--- src/rtl/fetch_pc_unit.sv ---
`default_nettype none
// ============================================================================
// Module      : fetch_pc_unit
// Description : Instruction-fetch and PC-sequencing stage. Holds the PC,
//               fetches instructions over a req/ack handshake, presents the
//               instruction (plus opcode/funct) to the decoder, computes the
//               next PC from Branch/Jump/JumpReg/zero and counts retired
//               instructions.
// Ports       : clk, rst_n            - clock, async active-low reset
//               o_imem_req/addr       - fetch request and address (= pc)
//               i_imem_ack/rdata      - fetch acknowledge and instruction word
//               o_instr/opcode/funct  - current instruction and decode fields
//               o_instr_valid         - instruction valid and executing
//               i_exec_done           - commit next PC
//               i_branch/jump/jump_reg/zero/rs_data - next-PC controls
//               o_pc/o_pc_plus4       - current PC and pc+4 (link value)
//               o_misaligned_err      - sticky misaligned jr target flag
//               o_instr_count         - retired instruction counter
// Revision    : 1.0 - initial release
// ============================================================================
module fetch_pc_unit #(
    parameter logic [31:0] RESET_PC = 32'h0040_0000
) (
    input  logic        clk,
    input  logic        rst_n,
    output logic        o_imem_req,
    output logic [31:0] o_imem_addr,
    input  logic        i_imem_ack,
    input  logic [31:0] i_imem_rdata,
    output logic [31:0] o_instr,
    output logic [5:0]  o_opcode,
    output logic [5:0]  o_funct,
    output logic        o_instr_valid,
    input  logic        i_exec_done,
    input  logic [1:0]  i_branch,
    input  logic        i_jump,
    input  logic        i_jump_reg,
    input  logic        i_zero,
    input  logic [31:0] i_rs_data,
    output logic [31:0] o_pc,
    output logic [31:0] o_pc_plus4,
    output logic        o_misaligned_err,
    output logic [31:0] o_instr_count
);

    typedef enum logic [1:0] {
        S_RESET = 2'd0,
        S_FETCH = 2'd1,
        S_ISSUE = 2'd2
    } state_t;

    state_t      r_state;
    state_t      w_next_state;

    logic [31:0] r_pc;
    logic [31:0] r_instr;
    logic        r_instr_valid;
    logic        r_imem_req;
    logic        r_misaligned_err;
    logic [31:0] r_instr_count;

    logic        w_fetch_done;
    logic        w_commit;
    logic [31:0] w_pc_plus4;
    logic [31:0] w_br_off;
    logic        w_br_taken;
    logic [31:0] w_next_pc;
    logic        w_jr_misaligned;

    // Handshake events only count in their own state; everything else ignored.
    assign w_fetch_done = (r_state == S_FETCH) && i_imem_ack;
    assign w_commit     = (r_state == S_ISSUE) && i_exec_done;

    assign w_pc_plus4      = r_pc + 32'd4;
    assign w_br_off        = {{14{r_instr[15]}}, r_instr[15:0], 2'b00};
    assign w_br_taken      = ((i_branch == 2'b01) &&  i_zero) ||
                             ((i_branch == 2'b10) && !i_zero);
    assign w_jr_misaligned = i_jump_reg && (i_rs_data[1:0] != 2'b00);

    // Next-PC select: jr beats j beats a taken branch beats sequential.
    always_comb begin
        w_next_pc = w_pc_plus4;
        if (i_jump_reg) begin
            w_next_pc = {i_rs_data[31:2], 2'b00};
        end else if (i_jump) begin
            w_next_pc = {w_pc_plus4[31:28], r_instr[25:0], 2'b00};
        end else if (w_br_taken) begin
            w_next_pc = w_pc_plus4 + w_br_off;
        end
    end

    // ------------------------------------------------------------------
    // FSM
    // ------------------------------------------------------------------
    always_ff @(posedge clk or negedge rst_n) begin
        if (!rst_n) begin
            r_state <= S_RESET;
        end else begin
            r_state <= w_next_state;
        end
    end

    always_comb begin
        w_next_state = r_state;
        case (r_state)
            S_RESET: w_next_state = S_FETCH;
            S_FETCH: if (w_fetch_done) w_next_state = S_ISSUE;
            S_ISSUE: if (w_commit)     w_next_state = S_FETCH;
            default: w_next_state = S_RESET;
        endcase
    end

    // ------------------------------------------------------------------
    // Datapath registers. imem_req and instr_valid are registered copies
    // of the next state so they switch on the same edge as the FSM.
    // Control inputs are only looked at under w_commit, so X on them in
    // other cycles cannot leak into state.
    // ------------------------------------------------------------------
    always_ff @(posedge clk or negedge rst_n) begin
        if (!rst_n) begin
            r_pc             <= RESET_PC;
            r_instr          <= 32'd0;
            r_instr_valid    <= 1'b0;
            r_imem_req       <= 1'b0;
            r_misaligned_err <= 1'b0;
            r_instr_count    <= 32'd0;
        end else begin
            r_imem_req    <= (w_next_state == S_FETCH);
            r_instr_valid <= (w_next_state == S_ISSUE);
            if (w_fetch_done) begin
                r_instr <= i_imem_rdata;
            end
            if (w_commit) begin
                r_pc          <= w_next_pc;
                r_instr_count <= r_instr_count + 32'd1;
                if (w_jr_misaligned) begin
                    r_misaligned_err <= 1'b1;
                end
            end
        end
    end

    assign o_imem_req       = r_imem_req;
    assign o_imem_addr      = r_pc;
    assign o_instr          = r_instr;
    assign o_opcode         = r_instr[31:26];
    assign o_funct          = r_instr[5:0];
    assign o_instr_valid    = r_instr_valid;
    assign o_pc             = r_pc;
    assign o_pc_plus4       = w_pc_plus4;
    assign o_misaligned_err = r_misaligned_err;
    assign o_instr_count    = r_instr_count;

endmodule
`default_nettype wire

--- config.mk ---
export PLATFORM = sky130hd
export DESIGN_NAME = fetch_pc_unit
export DESIGN_NICKNAME = d
export VERILOG_FILES = /design/src/rtl/fetch_pc_unit.sv
export SDC_FILE = /design/constraint.sdc
export NUM_CORES = 1
export LEC_CHECK = 0
export CAP_MARGIN = 20
export CORE_UTILIZATION = 25
export CTS_BUF_LIST = sky130_fd_sc_hd__clkbuf_8
export DETAILED_ROUTE_END_ITERATION = 8
export PLACE_DENSITY = 0.62
export SYNTH_ARGS = -nofsm -noshare
export SYNTH_HDL_FRONTEND = slang
export SYNTH_SLANG_ARGS = --single-unit
--- constraint.sdc ---
create_clock -name clk -period 4.4 [get_ports clk]
set_clock_uncertainty 0.2 [all_clocks]
set_input_delay 0.66 -clock clk [delete_from_list [all_inputs] [get_ports clk]]
set_output_delay 0.66 -clock clk [all_outputs]
set_load 0.02 [all_outputs]
# --- Word level (Yosys, flattened, before mapping) ---
# Cells that the tools add are included.
totals:
  inputBits: 73
  elab_cells: 32
  ff_bits: 101
op_classes:
  reduce_logical: 10
  n_mux: 6
  add_sub_neg: 3
  eq_ne: 6
op_table:
  columns: ["op", "count"]
  rows:
  - ["2-to-1 mux 32 bit", 3]
  - ["adder 32 x 1 -> 32 bit, second input constant", 1]
  - ["adder 32 x 3 -> 32 bit, second input constant", 1]
  - ["adder 32 bit", 1]
  - ["equality test 2 x 1 -> 1 bit, second input constant", 3]
  - ["equality test 2 bit, second input constant", 3]
  - ["one-hot mux 2 bit (3 select lines)", 1]
  - ["logical AND 1 bit", 5]
  - ["2-to-1 mux 2 bit", 2]
  - ["logical NOT 2 bit", 1]
  - ["AND reduction 2 bit", 1]
  - ["nonzero test 2 bit", 1]
  - ["logical NOT 1 bit", 1]
  - ["logical OR 1 bit", 1]

# --- Logic depth before layout (Yosys ltp) ---
# Gate-level depths: netlist (run 1).
logic_depth:
  word_depth: 6
  mapped_depth: 16
  ltp_nobuf: 16

# --- Worst setup path after synthesis (run 1) ---
# OpenSTA, ideal clock, no wires.
synth_path:
  path_type: "register to register"
  start: "register r_pc[4] (netlist: o_imem_addr[4])"
  end: "register r_pc[31] (netlist: o_imem_addr[31])"
  setup_slack_ns: -0.410
  period_less_slack_ns: 4.810
  arrival_ns: 4.482
  n_path_buf: 0
  t_required_ns: 4.072
  stages_incl_launch_ff: 17
  setup_ns: 0.128
  cell_sequence: "dfrtp_1 > and4_1 > nor3b_1 > nand4_1 > nor2_1 > nand2_1 > xnor2_1 > ha_1 > o21a_1 > a2111oi_1 > nor3_1 > a2111o_1 > o21ai_1 > o21ai_0 > mux2i_1 > mux2i_1 > nand3_1"
synth_via:
  elab_chain_len: 5
synth_lines:
  columns: ["item", "line", "rtl"]
  rows:
  - ["from (decl)", "55", "logic [31:0] r_pc;"]
  - ["from (signal assigned)", "134", "r_pc <= w_next_pc;"]
  - ["adder 32 x 3 -> 32 bit", "74", "assign w_pc_plus4 = r_pc + 32'd4;"]
  - ["named net o_pc_plus4[23]", "41", "output logic [31:0] o_pc_plus4,"]
  - ["adder 32 bit", "88", "w_next_pc = w_pc_plus4 + w_br_off;"]
  - ["2-to-1 mux 32 bit", "87", "end else if (w_br_taken) begin"]
  - ["2-to-1 mux 32 bit", "85", "end else if (i_jump) begin"]
  - ["2-to-1 mux 32 bit", "83", "if (i_jump_reg) begin"]
# The timed path passes the listed nets, and every way through them passes these cells.
# A chain may end at the register's enable or synchronous reset.

# --- Worst setup path after layout (run 1) ---
layout_path:
  start: "register r_pc[5] (netlist: o_imem_addr[5])"
  end: "register r_pc[31] (netlist: o_imem_addr[31])"
layout_via:
  elab_chain_len: 5
layout_lines:
  columns: ["item", "line"]
  rows:
  - ["adder 32 x 3 -> 32 bit *", "74"]
  - ["adder 32 bit", "88"]
  - ["2-to-1 mux 32 bit", "87"]
  - ["2-to-1 mux 32 bit *", "85"]
  - ["2-to-1 mux 32 bit *", "83"]
# Mark *: on every way between the ends. The rest lies on a longest branch, timed or not.

==> summary.txt, run 1 <==
Yosys
  • Largest area contributor in the netlist: dfrtp_1
  • EDFF count, synth: 0
  • Sequential element share of the synthesized area: 0.3549
  • Post-Synth Simple-Gate Area: 0.1652
  • Compound-cell area share of the yosys netlist: 0.1729
  • Top post-synthesis cells by count: 98 x dfrtp_1, 77 x nand2_1, 56 x xnor2_1
  • Distinct cell type count after synthesis: 65
  • Post-Synth Adder-Cell Area: 0.06915
  • XOR/XNOR Fraction of Synth Area: 0.1003
  • Largest family of logic cells by synthesized area: compound AO/OA/AOI/OAI gates
  • Top post-synthesis cells by area: dfrtp_1 35%, xnor2_1 7.0%, ha_1 6.6%, buf_4 5.2%, mux2_2 5.2%
  • Dominant synthesized flop cell: dfrtp_1
  • Syn_area_per_cell: just over 9 µm²
  • Top cell type's share of synthesized area: 0.3511
  • Syn Inst Count: between 700 and 800
  • Synth Warn #: 0
  • Mux cell area share after synthesis: 0.06163
  • Synthesized cell area: about 7000 µm²
  • Count leader, synth: dfrtp_1
  • Ys async rst share: 1.000
  • Synthesis-stage register bit count: 99

Floorplan
  • Std cell rows: 60
  • Die footprint: approximately 29,000 µm²
  • Top Ports: roughly 250
  • Die X: 169.1 µm
  • Core area: roughly 27,000 µm²
  • Die Y: roughly 170 µm
  • Initial Util: 0.2570

Route
  • Top Layer Used: met4
  • M1 WL: approximately 11 mm
  • Drt pass-1 iters: 4
  • 1st-iter DRT viols: between 400 and 500
  • Vias per std cell: between 4 and 5
  • Residual DRC count: 0
  • DR WL/cell: approximately 18 µm
  • Routed vias: between 6,000 and 7,000
  • Routed wl met3: ~1.5 mm
  • Routed Antenna Nets: 0
  • WL final: around 25 mm
  • Met2 WL: around 12 mm

Layout
  • Share of cells above drive strength 1: 0.1261
  • Fin cells: ~1,400
  • Fin nets: 1,105
  • Area Overhead vs Synth: 43.84%

STA
  • Unrepaired setup endpoints after global routing: no
  • Post-route minimum period: between 4 and 5 ns
  • Final-report max-slew violation count: 0
  • Final period util: 0.9434
  • Final Hold Fails: 0
  • Total negative slack: 0 ns
  • Rel. slew slack: 0.4814
  • Final setup fails: 0
  • Fmax: roughly 240 MHz
  • Worst Max-Slew Pin Slew: between 0.7 and 0.8 ns

Run status
  • Status: complete, no violations

Worst setup path
  • R2R cell count: 15
  • Crit path kind: register to register
  • CP max FO: 4
  • Critical path arrival: between 4 and 5 ns
  • RR Startpoint: o_imem_addr[5]$_DFFE_PN0P_
  • Startpoint Class: register
  • Worst EP required: 4.48 ns
  • Reg-to-reg endpoint: o_imem_addr[31]$_DFFE_PN0P_
  • Setup crit end kind: register
  • Reg-to-reg slack, setup: between 0.2 and 0.25 ns

CTS
  • CTS Buf Count: 9
  • Worst skew pair latency: around 0.40 ns
  • CTS H-tree depth: 3
  • CTS tree: done
  • Hold_buf cts: 0
  • Clock transition at the registers of the reported paths: roughly 0.12 ns
  • Clk root buf: clkbuf_8
  • Clock buffer depth: 2
  • Clock tree sinks: 99
  • Post-CTS Setup Inserts: 0

Job
  • Max-cap viol count: 0

Placement
  • Number of I/O port buffers: 241
  • GP Congestion: around 0.90
  • DPL Wire Length: between 15 and 20 mm
  • Post-Place Cells: 1,355

GRT
  • Largest net degree at the start of global routing: between 40 and 50
  • Global route overflow: 0
  • Vias in the first global route: roughly 6,400
  • Total track usage: 0.1737
  • First-pass GRT wire length: between 30 and 40 mm
  • Initial antenna violation count: 1

Worst hold path
  • Worst min-delay path class: input pin to asynchronous set/reset pin

Power
  • Cell area power density: roughly 800 nW/µm²
  • Leakage: just over 4 nW
  • Peak supply drop: around 0.00040 V
[registers in the layout, summed over array words and instances (netlist names)]
signal	count
o_misaligned_err	1
r_state	2
o_instr_valid	1
o_imem_req	1
o_imem_addr	30
o_instr_count	32
o_instr	32
[per-stage QoR]
step	hold WS (ns)	total power, W	utilization	setup WS, ns	cell area [µm²]
after floorplan	0.1644	0.005164	-	0.001910	7059
after global placement	0.2593	0.007236	0.3609	0.1574	9808
after detailed placement	0.2654	0.007258	0.3609	0.1589	9808
after CTS	0.04357	0.007963	0.3690	0.1296	10030
after global routing	0.05564	0.008461	0.3696	0.007824	10040
final	0.03025	0.007947	0.3697	0.2489	10050
[repair_timing]
item                                    4_1_cts  5_1_grt
gates resized for setup                       0        4
hold endpoints to repair                      0        0
endpoints found under the setup margin        0        3
[logic make-up after synthesis]
| family | Yosys count |
|---|---|
| buf+inv | 85 |
| flops | 99 |
| fa+ha+maj | 38 |
| other cells | 1 |
| xor+xnor | 80 |
| compound gates | 182 |
| simple gates | 240 |
| mux | 39 |
[per-layer routing]
layer / global-route usage / up-vias
li1: - / 3177
met1: 0.2301 / 3210
met2: 0.2924 / 247
met3: 0.02962 / 20
met4: 0.04309 / 0
met5: 0 / -
[final cells by class]
| class | instances | area [µm²] |
|---|---|---|
| tap | 372 | 465.4 |
| timing repair buffer | 289 | 2770 |
| multi-input combinational | 585 | 4066 |
| antenna | 1 | 2.502 |
| clock buffer | 10 | 137.6 |
| inverter | 10 | 37.54 |
| fill | 2813 | 17130 |
| clock inverter | 6 | 81.33 |
| sequential | 99 | 2485 |
[power by group]
group          switching, W  internal (W)  total [W]
combinational       0.00300       0.00260    0.00561
sequential         0.000437       0.00123    0.00167
clock              0.000379      0.000290   0.000669
[how the worst max path moves through the flow]
stage | startpoint | end | slack, ns
detailed placement | o_imem_addr[5]$_DFFE_PN0P_ | o_imem_addr[31]$_DFFE_PN0P_ | 0.16
CTS | o_imem_addr[5]$_DFFE_PN0P_ | o_imem_addr[31]$_DFFE_PN0P_ | 0.13
global route | o_imem_addr[7]$_DFFE_PN0P_ | o_imem_addr[31]$_DFFE_PN0P_ | 0.008
global placement | o_imem_addr[5]$_DFFE_PN0P_ | o_imem_addr[31]$_DFFE_PN0P_ | 0.16
finish | o_imem_addr[5]$_DFFE_PN0P_ | o_imem_addr[31]$_DFFE_PN0P_ | 0.25
floorplan | o_imem_addr[7]$_DFFE_PN0P_ | o_imem_addr[31]$_DFFE_PN0P_ | 0.002
[cells in the final DEF (no fill, tap or decap), types with 19 or more instances in the layout]
master | synthesis | final
dfrtp_1 | 98 | 93
nand3_1 | 27 | 27
xnor2_1 | 56 | 53
nor2_1 | 54 | 53
and3_1 | 20 | 20
mux2_2 | 32 | 32
o21ai_0 | 46 | 46
clkdlybuf4s50_1 | 0 | 240
nand2_1 | 77 | 77
nand4_1 | 19 | 19
a21oi_1 | 46 | 46
buf_4 | 48 | 49
ha_1 | 37 | 37
xor2_1 | 24 | 24
[worst max-delay path, stage by stage, from the launching register on]
cell	delay, ns
dfrtp_2	0.37
and4_2	0.27
nand2_1	0.11
or2_2	0.33
or3_4	0.42
xnor2_4	0.15
ha_1	0.30
a211o_1	0.27
a2111oi_1	0.33
nor3_1	0.13
a2111o_1	0.41
o21ai_2	0.16
o21ai_0	0.13
mux2i_1	0.20
mux2i_1	0.20
nand3_1	0.08
(Power assumes the default switching activity.)
==> run 2, diff against run 1 <==
==> constraint.sdc (replaced) <==
create_clock -name clk -period 3.6 [get_ports clk]
set_clock_uncertainty 0.2 [all_clocks]
set_input_delay 0.54 -clock clk [delete_from_list [all_inputs] [get_ports clk]]
set_output_delay 0.54 -clock clk [all_outputs]
set_load 0.02 [all_outputs]
==> run 2 against run 1 <==
Against the previous run:
- the flow now finishes with violations (hold timing, setup timing)
- combinational power grew 49%
- design area grew 10%
- first-iteration DRC count shrank 4.9%
- global-route usage grew 0.89 points
- die area is the same
- register-to-register slack lost 0.53 ns
- hold slack lost 0.038 ns
- routed wire length grew 5.8%
- power grew 40%
- largest cell class unchanged
==> summary.txt, run 2 (synthesis results as in run 1) <==
CTS
  • CTS tree: done
  • Worst skew pair latency: 0.40 ns (about the same)
  • CTS Buf Count: 9 (unchanged)
  • CTS H-tree depth: 3 (unchanged)
  • Hold_buf cts: 0 (unchanged)
  • Clk root buf: clkbuf_8
  • Clock buffer depth: 2 (unchanged)
  • Clock transition at the registers of the reported paths: 0.12 ns (about the same)
  • Clock tree sinks: 99 (unchanged)

STA
  • Total negative slack: -0.7433 ns (-0.7433 ns)
  • Unrepaired setup endpoints after global routing: yes
  • Final-report max-slew violation count: 0 (unchanged)
  • Final period util: 1.077 (+0.1340)
  • Final Hold Fails: 3 (+3)
  • Post-route setup slack: -0.2789 ns (-0.5277 ns)
  • Fmax: 257.8 MHz (+7.0%)
  • Post-route minimum period: 3.879 ns (-0.2723 ns)
  • Rel. slew slack: 0.4751 (-0.006254)
  • Hold_ws: -0.007516 ns (-0.03777 ns)
  • Final setup fails: 3 (+3)
  • Worst Max-Slew Pin Slew: 0.7873 ns (+0.01532 ns)

Layout
  • Commonest non-fill, non-tap cell in the layout: clkdlybuf4s50_1
  • Share of cells above drive strength 1: 0.2578 (+0.1317)
  • # diodes: 0 (-1)
  • Filler Cell Count: 2,746 (-2.4%)
  • Area Overhead vs Synth: 58.89%
  • Fin nets: 1,192 (+7.9%)
  • Reg area: 2496 µm² (+0.45%)
  • Commonest non-fill, non-tap cells in the layout: 232 x clkdlybuf4s50_1, 134 x buf_4, 84 x dfrtp_1
  • Area of the multi-input gates: 4477 µm² (+10%)
  • Utilization after layout: 0.4083 (+0.03867)
  • Fin cells: 1,458 (+6.3%)

Job
  • Max-cap viol count: 0 (unchanged)

Worst setup path
  • Reg-to-reg slack, setup: -0.28 ns (-0.53 ns)
  • RR Startpoint: o_imem_addr[14]$_DFFE_PN0P_
  • Setup crit end kind: register
  • Worst Setup SP: o_imem_addr[14]$_DFFE_PN0P_
  • Worst EP required: 3.73 ns (-0.75 ns)
  • Critical path arrival: 4.01 ns (-0.23 ns)
  • R2R cell count: 16 (+1)
  • Startpoint Class: register
  • Crit path kind: register to register
  • Reg-to-reg endpoint: o_imem_addr[29]$_DFFE_PN0P_
  • Crit path to: o_imem_addr[29]$_DFFE_PN0P_
  • CP max FO: 3 (-1)

Floorplan
  • Std cell rows: 60 (unchanged)
  • Initial Util: 0.2570 (unchanged)
  • Top Ports: 248 (unchanged)
  • Die Y: 169.1 µm (unchanged)
  • Die footprint: 28,610 µm² (unchanged)
  • Core area: 27,180 µm² (unchanged)
  • Die X: 169.1 µm (unchanged)

GRT
  • First-pass GRT wire length: 39.90 mm (+5.4%)
  • Vias in the first global route: 6,816 (+6.4%)
  • Initial antenna violation count: 0 (-1)
  • Largest net degree at the start of global routing: 58 (+41%)
  • Total track usage: 0.1825 (+0.008865)
  • Global route overflow: 0 (unchanged)

Route
  • Routed Antenna Nets: 0 (unchanged)
  • 1st-iter DRT viols: 388 (-4.9%)
  • Routed vias: 6,986 (+5.0%)
  • DR WL/cell: 18.13 µm (-0.41%)
  • Vias per std cell: 4.791 (-1.2%)
  • Drt pass-1 iters: 5 (+1)
  • WL final: 26.44 mm (+5.8%)
  • Residual DRC count: 0 (unchanged)

Placement
  • GP Congestion: 0.8922 (-0.56%)
  • Number of I/O port buffers: 241 (unchanged)
  • Post-Place Cells: 1,433 (+5.8%)
  • DPL Wire Length: 20.27 mm (+3.6%)
  • Pre-CTS setup slack: -0.3369 ns (-0.4958 ns)

Run status
  • Status: finished, violations left
  • Failing checks: hold timing, setup timing

Worst hold path
  • Worst min-delay path class: input pin to asynchronous set/reset pin

Power
  • Leakage: 4.657 nW (+13%)
  • Peak supply drop: 0.0004650 V (+15%)
  • Cell area power density: 1005 nW/µm² (+27%)
==> run 2: cell count changes in the layout (fill, tap and decap cells not counted), moves of 5 or more <==
cell             previous run  this run
xnor2_2                     1         8
o21ai_1                     2         7
ha_2                        0         5
ha_4                        0         7
buf_4                      49       134
clkdlybuf4s50_1           240       232
dfrtp_2                     5        14
xnor2_1                    53        46
ha_1                       37        25
dfrtp_1                    93        84
o21ai_0                    46        37
==> run 2: area by class of cell <==
class	instances	area share
Multi-Input combinational cell	585	0.4034
Timing Repair Buffer	376	0.3089
Sequential cell	99	0.2249
Tap cell	372	0.04194
Clock buffer	9	0.01116
Clock inverter	7	0.006201
Inverter	10	0.003383
==> run 2: how the worst min path moves through the flow <==
stage | endpoint | slack [ns]
floorplan | o_imem_addr[10]$_DFFE_PN0P_ | 0.04
global placement | o_instr_count[31]$_DFFE_PN0P_ | 0.26
detailed placement | o_misaligned_err$_DFFE_PN0P_ | 0.27
CTS | o_instr_count[28]$_DFFE_PN0P_ | 0.02
global route | o_instr[30]$_DFFE_PN0P_ | 0.04
finish | o_instr_count[28]$_DFFE_PN0P_ | -0.008
==> run 2: worst max-delay path: stages (launching register included) <==
cell and delay, ns:
dfrtp_2 0.38, and4_4 0.23, and3_4 0.22, nand3_4 0.08, or3_4 0.41, xnor2_4 0.18
ha_4 0.23, a211o_1 0.30, a2111oi_4 0.38, nor3_2 0.08, a2111o_1 0.30, o21ai_2 0.17
buf_4 0.15, o21ai_2 0.06, xnor2_1 0.19, mux2i_1 0.10, a21oi_1 0.14
==> run 2: repair_timing <==
item | CTS | global route
setup endpoints to repair | 17 | 23
buffers inserted | 3 | 8
gates resized for setup | 23 | 56
pin swaps | 13 | 41
hold endpoints to repair | 0 | 0
==> run 2: routing by layer <==
layer,share of wire,GRT usage,up-vias
li1,-,-,3335
met1,0.44,0.2388,3421
met2,0.49,0.3036,206
met3,0.052,0.03335,24
met4,0.017,0.05758,0
met5,0,0,-
==> run 2: per-stage QoR <==
step / hold WS, ns / instance area [µm²] / power (W)
after floorplan: 0.04441 / 7154 / 0.006393
after CTS: 0.01766 / 10790 / 0.01067
after global routing: 0.03883 / 11100 / 0.01192
after detailed placement: 0.2651 / 10490 / 0.009749
final: -0.007516 / 11100 / 0.01115
after global placement: 0.2610 / 10490 / 0.009705
==> run 2: power breakdown <==
part	total [W]	internal (W)	switching [W]
combinational	0.00837	0.00413	0.00425
sequential	0.00201	0.00152	0.000488
clock	0.000769	0.000273	0.000496
==> run 3, diff against run 2 <==
--- a/config.mk
+++ b/config.mk
@@ -9,7 +9,7 @@
 export CORE_UTILIZATION = 25
 export CTS_BUF_LIST = sky130_fd_sc_hd__clkbuf_8
 export DETAILED_ROUTE_END_ITERATION = 8
-export PLACE_DENSITY = 0.62
+export PLACE_DENSITY = 0.61
 export SYNTH_ARGS = -nofsm -noshare
 export SYNTH_HDL_FRONTEND = slang
 export SYNTH_SLANG_ARGS = --single-unit
==> constraint.sdc (replaced) <==
create_clock -name clk -period 3.7 [get_ports clk]
set_clock_uncertainty 0.2 [all_clocks]
set_input_delay 0.555 -clock clk [delete_from_list [all_inputs] [get_ports clk]]
set_output_delay 0.555 -clock clk [all_outputs]
set_load 0.02 [all_outputs]
==> run 3 against run 2 <==
Against the previous run:
- the flow finishes with violations (setup timing)
- cell count is 1.3% lower
- core utilization fell by 0.62 points
- register-to-register slack improved by 0.18 ns
- hold slack improved by 0.29 ns
- die area unchanged
- clock-buffer cell count increased by 1
- clock power about the same
- sequential cell count unchanged
- largest power group unchanged
==> summary.txt, run 3 (synthesis results as in run 1) <==
Run status
  • Status: finished, violations left
  • Failing checks: setup timing

Route
  • Residual DRC count: 0 (unchanged)
  • Vias per std cell: 4.774 (-0.36%)
  • Routed vias: 6,870 (-1.7%)
  • 1st-iter DRT viols: 443 (+14%)
  • DR WL/cell: 18.02 µm (-0.63%)
  • Drt pass-1 iters: 5 (unchanged)
  • Routed Antenna Nets: 0 (unchanged)
  • WL final: 25.93 mm (-1.9%)

STA
  • Final setup fails: 3 (unchanged)
  • Post-route setup slack: -0.1038 ns (+0.1751 ns)
  • Final period util: 1.028 (-0.04943)
  • Final-report max-slew violation count: 0 (unchanged)
  • Post-route minimum period: 3.804 ns (-0.07513 ns)
  • Worst Max-Slew Pin Slew: 0.8173 ns (+0.02997 ns)
  • Rel. slew slack: 0.4551 (-0.01998)
  • Unrepaired setup endpoints after global routing: yes
  • Fmax: 262.9 MHz (+2.0%)
  • Final Hold Fails: 0 (-3)

Power
  • Leakage: 4.537 nW (-2.6%)
  • Post-layout total power: 0.01058 W (-5.1%)
  • Peak supply drop: 0.0004880 V (+5.0%)
  • Cell area power density: 968.1 nW/µm² (-3.6%)

CTS
  • CTS H-tree depth: 3 (unchanged)
  • Clock tree sinks: 99 (unchanged)
  • CTS tree: done
  • Worst skew pair latency: 0.40 ns (about the same)
  • CTS Buf Count: 9 (unchanged)
  • Clock transition at the registers of the reported paths: 0.12 ns (about the same)
  • Clock buffer depth: 2 (unchanged)
  • Clk root buf: clkbuf_8

Floorplan
  • Die Y: 169.1 µm (unchanged)
  • Core area: 27,180 µm² (unchanged)
  • Die X: 169.1 µm (unchanged)
  • Initial Util: 0.2570 (unchanged)
  • Top Ports: 248 (unchanged)
  • Die footprint: 28,610 µm² (unchanged)
  • Std cell rows: 60 (unchanged)

Placement
  • Area post-placement: 10,350 µm² (-1.3%)
  • Number of I/O port buffers: 241 (unchanged)
  • DPL Wire Length: 20.19 mm (-0.40%)
  • Pre-CTS setup slack: -0.2488 ns (+0.08816 ns)
  • GP Congestion: 0.9422 (+5.6%)

Worst setup path
  • CP max FO: 3 (unchanged)
  • Critical path arrival: 3.89 ns (-0.12 ns)
  • Startpoint Class: register
  • Worst EP required: 3.79 ns (+0.06 ns)
  • Setup crit end kind: register
  • Crit path kind: register to register

GRT
  • Initial antenna violation count: 1 (+1)
  • Total track usage: 0.1796 (-0.002942)
  • Largest net degree at the start of global routing: 46 (-21%)
  • Global route overflow: 0 (unchanged)
  • First-pass GRT wire length: 39.40 mm (-1.2%)
  • Vias in the first global route: 6,789 (-0.40%)

Layout
  • Reg area: 2495 µm² (about the same)
  • Final instance area: 10,930 µm² (-1.5%)
  • Utilization after layout: 0.4021 (-0.006215)
  • Commonest non-fill, non-tap cells in the layout: 235 x clkdlybuf4s50_1, 111 x buf_4, 85 x dfrtp_1
  • Area Overhead vs Synth: 56.47%
  • Commonest non-fill, non-tap cell in the layout: clkdlybuf4s50_1
  • Area of the multi-input gates: 4414 µm² (-1.4%)
  • Fin nets: 1,172 (-1.7%)
  • Share of cells above drive strength 1: 0.2308 (-0.02706)
  • Filler Cell Count: 2,748 (+0.073%)

Worst hold path
  • Worst min-delay path class: register to register

Job
  • Max-cap viol count: 0 (unchanged)
## run 3: power by group
group          leakage (nW)  switching [W]  internal, W  total, W
clock network         0.102       0.000481     0.000286  0.000767
logic                  3.21        0.00396      0.00387   0.00783
registers              1.23       0.000505      0.00148   0.00198
total                  4.54        0.00495      0.00563    0.0106
## run 3: final timing paths
path | start | to | slack (ns) | cells after the start
min | o_instr_count[31]$_DFFE_PN0P_ | o_instr_count[31]$_DFFE_PN0P_ | 0.29 | 1
min reg2reg | o_instr_count[31]$_DFFE_PN0P_ | o_instr_count[31]$_DFFE_PN0P_ | 0.29 | 1
min in group asynchronous | rst_n | o_instr_count[28]$_DFFE_PN0P_ | 0.51 | 2
max in group asynchronous | rst_n | o_imem_addr[11]$_DFFE_PN0P_ | 1.99 | 3
max reg2reg | o_imem_addr[6]$_DFFE_PN0P_ | o_imem_addr[31]$_DFFE_PN0P_ | -0.10 | 15
max | o_imem_addr[6]$_DFFE_PN0P_ | o_imem_addr[31]$_DFFE_PN0P_ | -0.10 | 15
## run 3: final cells by class
type | instances | area share
Antenna cell | 1 | 0.0002290
Clock buffer | 10 | 0.01259
Clock inverter | 6 | 0.006068
Inverter | 10 | 0.003435
Multi-Input combinational cell | 585 | 0.4039
Sequential cell | 99 | 0.2283
Tap cell | 372 | 0.04259
Timing Repair Buffer | 356 | 0.3028
## run 3: layer usage
metal	part of all wire	GRT usage
met3	0.061	0.03685
met5	0	0
met1	0.43	0.2302
met2	0.49	0.3058
met4	0.019	0.04740
## run 3: stage by stage
| stage | hold WS (ns) | cells | setup TNS [ns] |
|---|---|---|---|
| 3_3_place_gp | 0.2621 | 1412 | -0.5905 |
| 3_5_place_dp | 0.2727 | 1412 | -0.7537 |
| 6_report | 0.2856 | 1439 | -0.2741 |
| 4_1_cts | 0.2904 | 1431 | -0.2971 |
| 2_1_floorplan | 0.05941 | 769 | -1.058 |
| 5_1_grt | 0.3017 | 1439 | -0.9423 |
## run 3: worst max-delay path: stages (launching register included)
cell and delay (ns):
dfrtp_2 0.38, and4_4 0.23, nand2_2 0.06, or2_4 0.25, or3_4 0.41, xnor2_4 0.17
ha_4 0.22, a211o_1 0.28, a2111oi_4 0.38, nor3_2 0.10, a2111o_1 0.30, o21ai_2 0.15
o21ai_2 0.07, mux2i_1 0.18, mux2i_1 0.21, nand3_1 0.10
## run 3: timing repair
| action | 4_1_cts | 5_1_grt |
|---|---|---|
| endpoints found under the setup margin | 8 | 18 |
| pin swaps | 17 | 20 |
| buffers inserted | 2 | 8 |
| resized for setup | 17 | 43 |
| endpoints found under the hold margin | 43 | 0 |
| hold buffers | 1 | 0 |
